## src/rtl/d2e_pipe_reg_pkg.sv

```systemverilog
// rtl/d2e_pipe_reg_pkg.sv - shared constants and helpers for the D->E pipeline register
// Contents: EXTOp encodings, NOP word, Tnew width/max, register-zero index,
//           and the writeback-match helper used by the operand refresh slots.
package d2e_pipe_reg_pkg;

    // Immediate extender operation, decoded in D; only its result crosses into E.
    typedef enum logic [1:0] {
        EXT_SIGN = 2'b00,
        EXT_ZERO = 2'b01,
        EXT_LUI  = 2'b10
    } ext_op_e;

    localparam logic [31:0] DEF_NOP_INSTR = 32'h0000_0000;
    localparam int          DEF_TNEW_W    = 2;
    localparam int          DEF_TNEW_MAX  = (1 << DEF_TNEW_W) - 1;
    localparam logic [4:0]  REG_ZERO      = 5'd0;

    // A writeback hits a held operand only if it really writes, is not $zero,
    // and names the same register the E stage is holding.
    function automatic logic wb_hits(
        input logic       we,
        input logic [4:0] wb_addr,
        input logic [4:0] held_addr
    );
        return we && (wb_addr != REG_ZERO) && (wb_addr == held_addr);
    endfunction

endpackage

```

## src/rtl/d2e_pipe_reg_refresh_slot.sv

```systemverilog
// rtl/d2e_pipe_reg_refresh_slot.sv - one E-stage operand slot (addr + data) with hold-time writeback refresh
// Ports:
//   clk, reset_n          clock, asynchronous active-low reset
//   hold                  E stage frozen; only a writeback refresh may change data
//   bubble                load zeros (ignored while hold)
//   d_addr, d_data        D-side operand index/value captured otherwise
//   w_we, w_addr, w_data  W-stage write port snooped during hold
//   e_addr, e_data        registered operand presented to E
module d2e_refresh_slot
    import d2e_pipe_reg_pkg::*;
(
    input  logic        clk,
    input  logic        reset_n,
    input  logic        hold,
    input  logic        bubble,
    input  logic [4:0]  d_addr,
    input  logic [31:0] d_data,
    input  logic        w_we,
    input  logic [4:0]  w_addr,
    input  logic [31:0] w_data,
    output logic [4:0]  e_addr,
    output logic [31:0] e_data
);

    always_ff @(posedge clk or negedge reset_n) begin
        if (!reset_n) begin
            e_addr <= '0;
            e_data <= '0;
        end else if (hold) begin
            // A held instruction would otherwise miss a result retiring in W
            // while the md unit stalls it; a bubble holds addr 0 so never matches.
            if (wb_hits(w_we, w_addr, e_addr)) begin
                e_data <= w_data;
            end
        end else if (bubble) begin
            e_addr <= '0;
            e_data <= '0;
        end else begin
            e_addr <= d_addr;
            e_data <= d_data;
        end
    end

endmodule

```

## src/rtl/d2e_pipe_reg.sv

```systemverilog
// rtl/d2e_pipe_reg.sv - D->E pipeline register of the 5-stage MIPS core
// Optional build macro: D2E_BUBBLE_CNT_EN adds the bubble_cnt output.
// Ports:
//   clk, reset_n                  clock, asynchronous active-low reset
//   d_stall, d_flush              insert a bubble into E
//   e_hold                        freeze E (md busy); highest priority
//   d_instr, d_pc                 D instruction and PC
//   d_rs_addr/_data, d_rt_addr/_data  operand indices and forwarded values
//   d_ext_out                     extended immediate from D
//   d_tnew                        cycles until result ready, from E entry
//   w_we, w_addr, w_data          W write port for hold-time operand refresh
//   e_*                           registered bundle presented to E
//   bubble_cnt                    bubble-insert edge count (macro only)
module d2e_pipe_reg
    import d2e_pipe_reg_pkg::*;
#(
    parameter int          TNEW_W    = DEF_TNEW_W,
    parameter logic [31:0] NOP_INSTR = DEF_NOP_INSTR
) (
    input  logic              clk,
    input  logic              reset_n,
    input  logic              d_stall,
    input  logic              d_flush,
    input  logic              e_hold,
    input  logic [31:0]       d_instr,
    input  logic [31:0]       d_pc,
    input  logic [4:0]        d_rs_addr,
    input  logic [4:0]        d_rt_addr,
    input  logic [31:0]       d_rs_data,
    input  logic [31:0]       d_rt_data,
    input  logic [31:0]       d_ext_out,
    input  logic [TNEW_W-1:0] d_tnew,
    input  logic              w_we,
    input  logic [4:0]        w_addr,
    input  logic [31:0]       w_data,
    output logic              e_valid,
    output logic [31:0]       e_instr,
    output logic [31:0]       e_pc,
    output logic [4:0]        e_rs_addr,
    output logic [4:0]        e_rt_addr,
    output logic [31:0]       e_rs_data,
    output logic [31:0]       e_rt_data,
    output logic [31:0]       e_imm,
    output logic [TNEW_W-1:0] e_tnew
`ifdef D2E_BUBBLE_CNT_EN
    ,
    output logic [31:0]       bubble_cnt
`endif
);

    // Stall and flush collapse into one bubble; hold overrides both.
    logic bubble;
    assign bubble = d_stall | d_flush;

    d2e_refresh_slot u_rs_slot (
        .clk     (clk),
        .reset_n (reset_n),
        .hold    (e_hold),
        .bubble  (bubble),
        .d_addr  (d_rs_addr),
        .d_data  (d_rs_data),
        .w_we    (w_we),
        .w_addr  (w_addr),
        .w_data  (w_data),
        .e_addr  (e_rs_addr),
        .e_data  (e_rs_data)
    );

    d2e_refresh_slot u_rt_slot (
        .clk     (clk),
        .reset_n (reset_n),
        .hold    (e_hold),
        .bubble  (bubble),
        .d_addr  (d_rt_addr),
        .d_data  (d_rt_data),
        .w_we    (w_we),
        .w_addr  (w_addr),
        .w_data  (w_data),
        .e_addr  (e_rt_addr),
        .e_data  (e_rt_data)
    );

    always_ff @(posedge clk or negedge reset_n) begin
        if (!reset_n) begin
            e_valid <= 1'b0;
            e_instr <= NOP_INSTR;
            e_pc    <= '0;
            e_imm   <= '0;
            e_tnew  <= '0;
        end else if (e_hold) begin
            // The held instruction keeps ageing so the hazard unit sees its
            // result approach readiness; saturate at 0.
            if (e_tnew != '0) begin
                e_tnew <= e_tnew - TNEW_W'(1);
            end
        end else if (bubble) begin
            e_valid <= 1'b0;
            e_instr <= NOP_INSTR;
            e_pc    <= '0;
            e_imm   <= '0;
            e_tnew  <= '0;
        end else begin
            e_valid <= 1'b1;
            e_instr <= d_instr;
            e_pc    <= d_pc;
            e_imm   <= d_ext_out;
            e_tnew  <= d_tnew;
        end
    end

`ifdef D2E_BUBBLE_CNT_EN
    always_ff @(posedge clk or negedge reset_n) begin
        if (!reset_n) begin
            bubble_cnt <= '0;
        end else if (!e_hold && bubble) begin
            bubble_cnt <= bubble_cnt + 32'd1;
        end
    end
`endif

endmodule

```

## config.mk

```make
export PLATFORM = sky130hd
export DESIGN_NAME = d2e_pipe_reg
export DESIGN_NICKNAME = d
export VERILOG_FILES = /design/src/rtl/d2e_pipe_reg_pkg.sv /design/src/rtl/d2e_pipe_reg_refresh_slot.sv /design/src/rtl/d2e_pipe_reg.sv
export SDC_FILE = /design/constraint.sdc
export NUM_CORES = 1
export LEC_CHECK = 0
export BUFFER_PORTS_ARGS = -buffer_cell sky130_fd_sc_hd__buf_4
export CAP_MARGIN = 20
export CORE_ASPECT_RATIO = 0.6
export CORE_MARGIN = 10
export CORE_UTILIZATION = 49
export DETAILED_ROUTE_END_ITERATION = 8
export PLACE_DENSITY_LB_ADDON = 0.1
export REMOVE_ABC_BUFFERS = 1
export SLEW_MARGIN = 20
export SYNTH_ARGS = -nofsm -noshare
export SYNTH_HDL_FRONTEND = slang
export SYNTH_SLANG_ARGS = --single-unit
```

## constraint.sdc

```tcl
create_clock -name clk -period 4.7 [get_ports clk]
set_input_delay 0.94 -clock clk [delete_from_list [all_inputs] [get_ports clk]]
set_output_delay 0.94 -clock clk [all_outputs]
set_load 0.03 [all_outputs]
```

==> impl_summary.txt <==
----------------------------------------------------
[Floorplanning]
  Initial standard-cell utilization of the core ... 0.4994
  Core Region ... 0.01446 mm²
  Number of top-level design ports ... between 300 and 400
  Total die area ... just over 0.02 mm²
  Die boundary width ... approximately 180 µm
  Std-Cell Rows ... 34
  Vertical extent of the die ... roughly 110 µm

[Placed design]
  Count of buffers inserted at the top-level ports ... approximately 390
  DP Cell Count ... 1025
  Dpl hpwl ... approximately 20 mm
  Cell Area, Placed ... 0.01023 mm²
  Routability-driven placement congestion ratio ... 0.9316

[STA]
  Post-layout min period ... around 2.6 ns
  Worst slew slack as a fraction of its limit ... 0.2792
  Count of endpoints failing setup in the final report ... 0
  Slew Limit Fails ... 0
  Number of hold violations in the final report ... 0
  FMAX ... slightly below 400 MHz
  Least-Margin Pin Slew ... about 1.1 ns
  Total negative slack ... 0 ns
  Setup Skew ... between 0.015 and 0.02 ns
  RSZ-0062 raised after global routing ... no
  Final period util ... 0.5451

[Setup path]
  Worst reg2reg setup slack ... ~2.6 ns
  Master of the slowest instance on the critical path ... sky130_fd_sc_hd__buf_4
  Critical path endpoint category ... flip-flop
  Peak fanout along the critical path ... between 100 and 150
  Cell-by-cell listing of the critical path ... buf_4 -> nor3_2 -> buf_4 -> a22o_1 -> mux2_4
  Depth of the worst register-to-register path ... 5
  Type of element launching the critical path ... primary input
  Data required time at the worst endpoint ... roughly 5.1 ns
  Delay of the slowest cell on the worst path ... 0.82 ns
  Data arrival at the endpoint of the critical path ... 2.91 ns
  Crit path top cell by count ... sky130_fd_sc_hd__buf_4
  Setup Crit Path Kind ... primary input to flip-flop

[Run status]
  Run status ... complete, no violations

[Finish]
  Antenna cells ... 0
  Area growth from synthesis to layout ... 50.09%
  Design Area, Final ... 0.01084 mm²
  Share of post-route cells with drive strength above 1 ... 0.5751
  Post-route insts no fill ... about 1100
  Fillcell total ... between 1000 and 1500
  Final-stage net count ... ~1100

[Global routing]
  Overflow left after global routing ... 0
  Via count of the first global-routing pass ... ~6400
  Global routing usage on met3 ... 0.1056
  Initial antenna violation count ... 0
  Fraction of met2 tracks used by global routing ... 0.4314
  Pin count of the biggest net entering global routing ... ~110
  Most crowded layer after global routing ... met2
  Wire length of the first global-routing pass ... 39.16 mm
  GRT Overall Usage ... 0.2506
  Met1 global-route usage ... 0.2787

[Synth]
  Share of the yosys chip area belonging to registers ... 0.5993
  Number of distinct library cells after synthesis ... 20
  Synthesized area per cell ... 15.14 µm²
  Mapped Area ... a little over 0.007 mm²
  Register bit total from synthesis ... ~170
  Synthesis warning total ... 0
  Post-synthesis cell count ... approximately 480

[Min path]
  Worst hold path depth ... 1
  Worst hold path class ... flip-flop to flip-flop

[Routing]
  Final antenna-violating net count ... 0
  DR WL/cell ... between 20 and 25 µm
  Remaining DRCs ... 0
  Routed Wire Length ... 26.11 mm
  Initial drt markers ... ~400
  Routed vias/inst ... between 5 and 6
  Length of the first detailed-routing pass in iterations ... 4
  Via count ... roughly 5700

[CTS]
  CTS buffer count ... 17
  Post-CTS clock slew at the launch and capture registers of the worst setup and hold paths ... roughly 0.07 ns
  CTS HTree Levels ... 4
  CTS Root Cell ... sky130_fd_sc_hd__clkbuf_16
  Clk_lat worst skew ... about 0.42 ns
  CTS tree ... built
  Hold-fix buffers, CTS ... 0
  Buffers inserted by post-CTS timing repair ... 0
  Max Root-Sink Buffers ... 2
  Clock Sink Count ... about 170
  # resized after CTS ... 0

[Power and ir drop]
  Total power draw ... between 4 and 5 mW
  Cell leakage power ... 5.752 nW
  Cell area power density ... around 380 mW/mm²
  Maximum VDD drop ... ~280 µV

[Job]
  # Max-Cap Violations ... 0

----------------------------------------------------
[worst paths after layout]
check                                           startpoint                               end
hold / removal                       e_imm[28]$_DFFE_PN0N_             e_imm[28]$_DFFE_PN0N_
hold reg to reg                      e_imm[28]$_DFFE_PN0N_             e_imm[28]$_DFFE_PN0N_
max in group asynchronous                          reset_n  u_rt_slot.e_data[13]$_DFFE_PN0P_
setup / recovery                                    e_hold  u_rt_slot.e_data[20]$_DFFE_PN0P_
setup reg to reg           u_rt_slot.e_addr[1]$_DFFE_PN0N_   u_rt_slot.e_data[0]$_DFFE_PN0P_
min in group asynchronous                          reset_n           e_instr[21]$_DFFE_PN0N_
[state kept, by name (all words and copies together) (netlist names)]
| name | count |
|---|---|
| e_valid | 1 |
| e_pc | 32 |
| u_rs_slot.e_addr | 5 |
| e_tnew | 2 |
| u_rt_slot.e_addr | 5 |
| e_instr | 32 |
| u_rt_slot.e_data | 32 |
| u_rs_slot.e_data | 32 |
| e_imm | 32 |
[cells in the final DEF (no fill, tap or decap), types with 4 or more instances in the layout]
cell type | netlist | final
sky130_fd_sc_hd__dfrtp_1 | 173 | 173
sky130_fd_sc_hd__buf_4 | 0 | 392
sky130_fd_sc_hd__a22o_1 | 172 | 172
sky130_fd_sc_hd__mux2_2 | 4 | 4
sky130_fd_sc_hd__xnor2_1 | 7 | 7
sky130_fd_sc_hd__inv_6 | 0 | 8
sky130_fd_sc_hd__mux2_4 | 60 | 60
sky130_fd_sc_hd__clkbuf_16 | 0 | 17
sky130_fd_sc_hd__xor2_1 | 4 | 4
[layer usage]
metal  vias up  share of wire
met3        31          0.095
li1       2574              -
met2       260           0.51
met4         0          0.022
met5         -              0
met1      2862           0.37
[worst max-delay path, delay by kind of cell]
kind	cells	cell delay [ns]
AO/OA/AOI/OAI	1	0.27
buffers and inverters	2	1.15
AND/OR/NAND/NOR	1	0.30
multiplexers	1	0.15
[metrics by stage]
step           setup WS [ns]  hold WS, ns  utilization
4_1_cts                2.211       0.5132       0.7496
5_1_grt                2.052       0.5233       0.7496
3_5_place_dp           1.769       0.4717       0.7071
6_report               2.138       0.5093       0.7496
2_1_floorplan         -6.037       0.6444            -
3_3_place_gp           1.842       0.4696       0.7071
[report_power, final]
| group | switching [mW] | total, mW | internal [mW] |
|---|---|---|---|
| sequential | 0.0863 | 1.70 | 1.61 |
| combinational | 0.518 | 0.969 | 0.451 |
| clock | 0.635 | 1.47 | 0.836 |
| total | 1.24 | 4.14 | 2.90 |
[kinds of logic (layout without fill, tap and decap cells)]
kind of cell	Yosys count	count (layout)	synth area share
AO/OA/AOI/OAI	177	177	0.2191
multiplexers	64	64	0.1310
buffers and inverters	46	428	0.03187
AND/OR/NAND/NOR	5	5	0.003637
XOR/XNOR	11	11	0.01334
flip-flops	173	173	0.5993
adder cells (fa/ha/maj)	1	1	0.001732
[synth_stat cells]
library cell / n / area share
sky130_fd_sc_hd__buf_1: 5 / 0.0026
sky130_fd_sc_hd__buf_6: 6 / 0.0094
sky130_fd_sc_hd__a22o_1: 172 / 0.21
sky130_fd_sc_hd__nand2_1: 1 / 0.00052
sky130_fd_sc_hd__ha_1: 1 / 0.0017
sky130_fd_sc_hd__mux2_4: 60 / 0.12
sky130_fd_sc_hd__mux2_2: 4 / 0.0062
sky130_fd_sc_hd__o21ai_2: 1 / 0.0012
sky130_fd_sc_hd__buf_2: 10 / 0.0069
sky130_fd_sc_hd__nor3_1: 1 / 0.00069
sky130_fd_sc_hd__dfrtp_1: 173 / 0.60
sky130_fd_sc_hd__nand3_1: 2 / 0.0014
sky130_fd_sc_hd__clkbuf_1: 23 / 0.012
sky130_fd_sc_hd__xor2_1: 4 / 0.0048
sky130_fd_sc_hd__inv_1: 2 / 0.0010
sky130_fd_sc_hd__a21o_1: 1 / 0.0010
sky130_fd_sc_hd__o41ai_4: 2 / 0.0076
sky130_fd_sc_hd__or4_1: 1 / 0.0010
sky130_fd_sc_hd__o21ai_0: 1 / 0.00069
sky130_fd_sc_hd__xnor2_1: 7 / 0.0085
[final cells by class]
type / instances / area [µm²] / share of cell area
clock buffers: 19 / 452.9 / 0.04178
clock inverters: 13 / 161.4 / 0.01489
inverters: 2 / 7.507 / 0.0006924
multi-input cells: 258 / 2669 / 0.2462
flip-flops and latches: 173 / 4329 / 0.3993
well taps: 198 / 247.7 / 0.02285
repair buffers: 394 / 2974 / 0.2743
(Power assumes the default switching activity.)
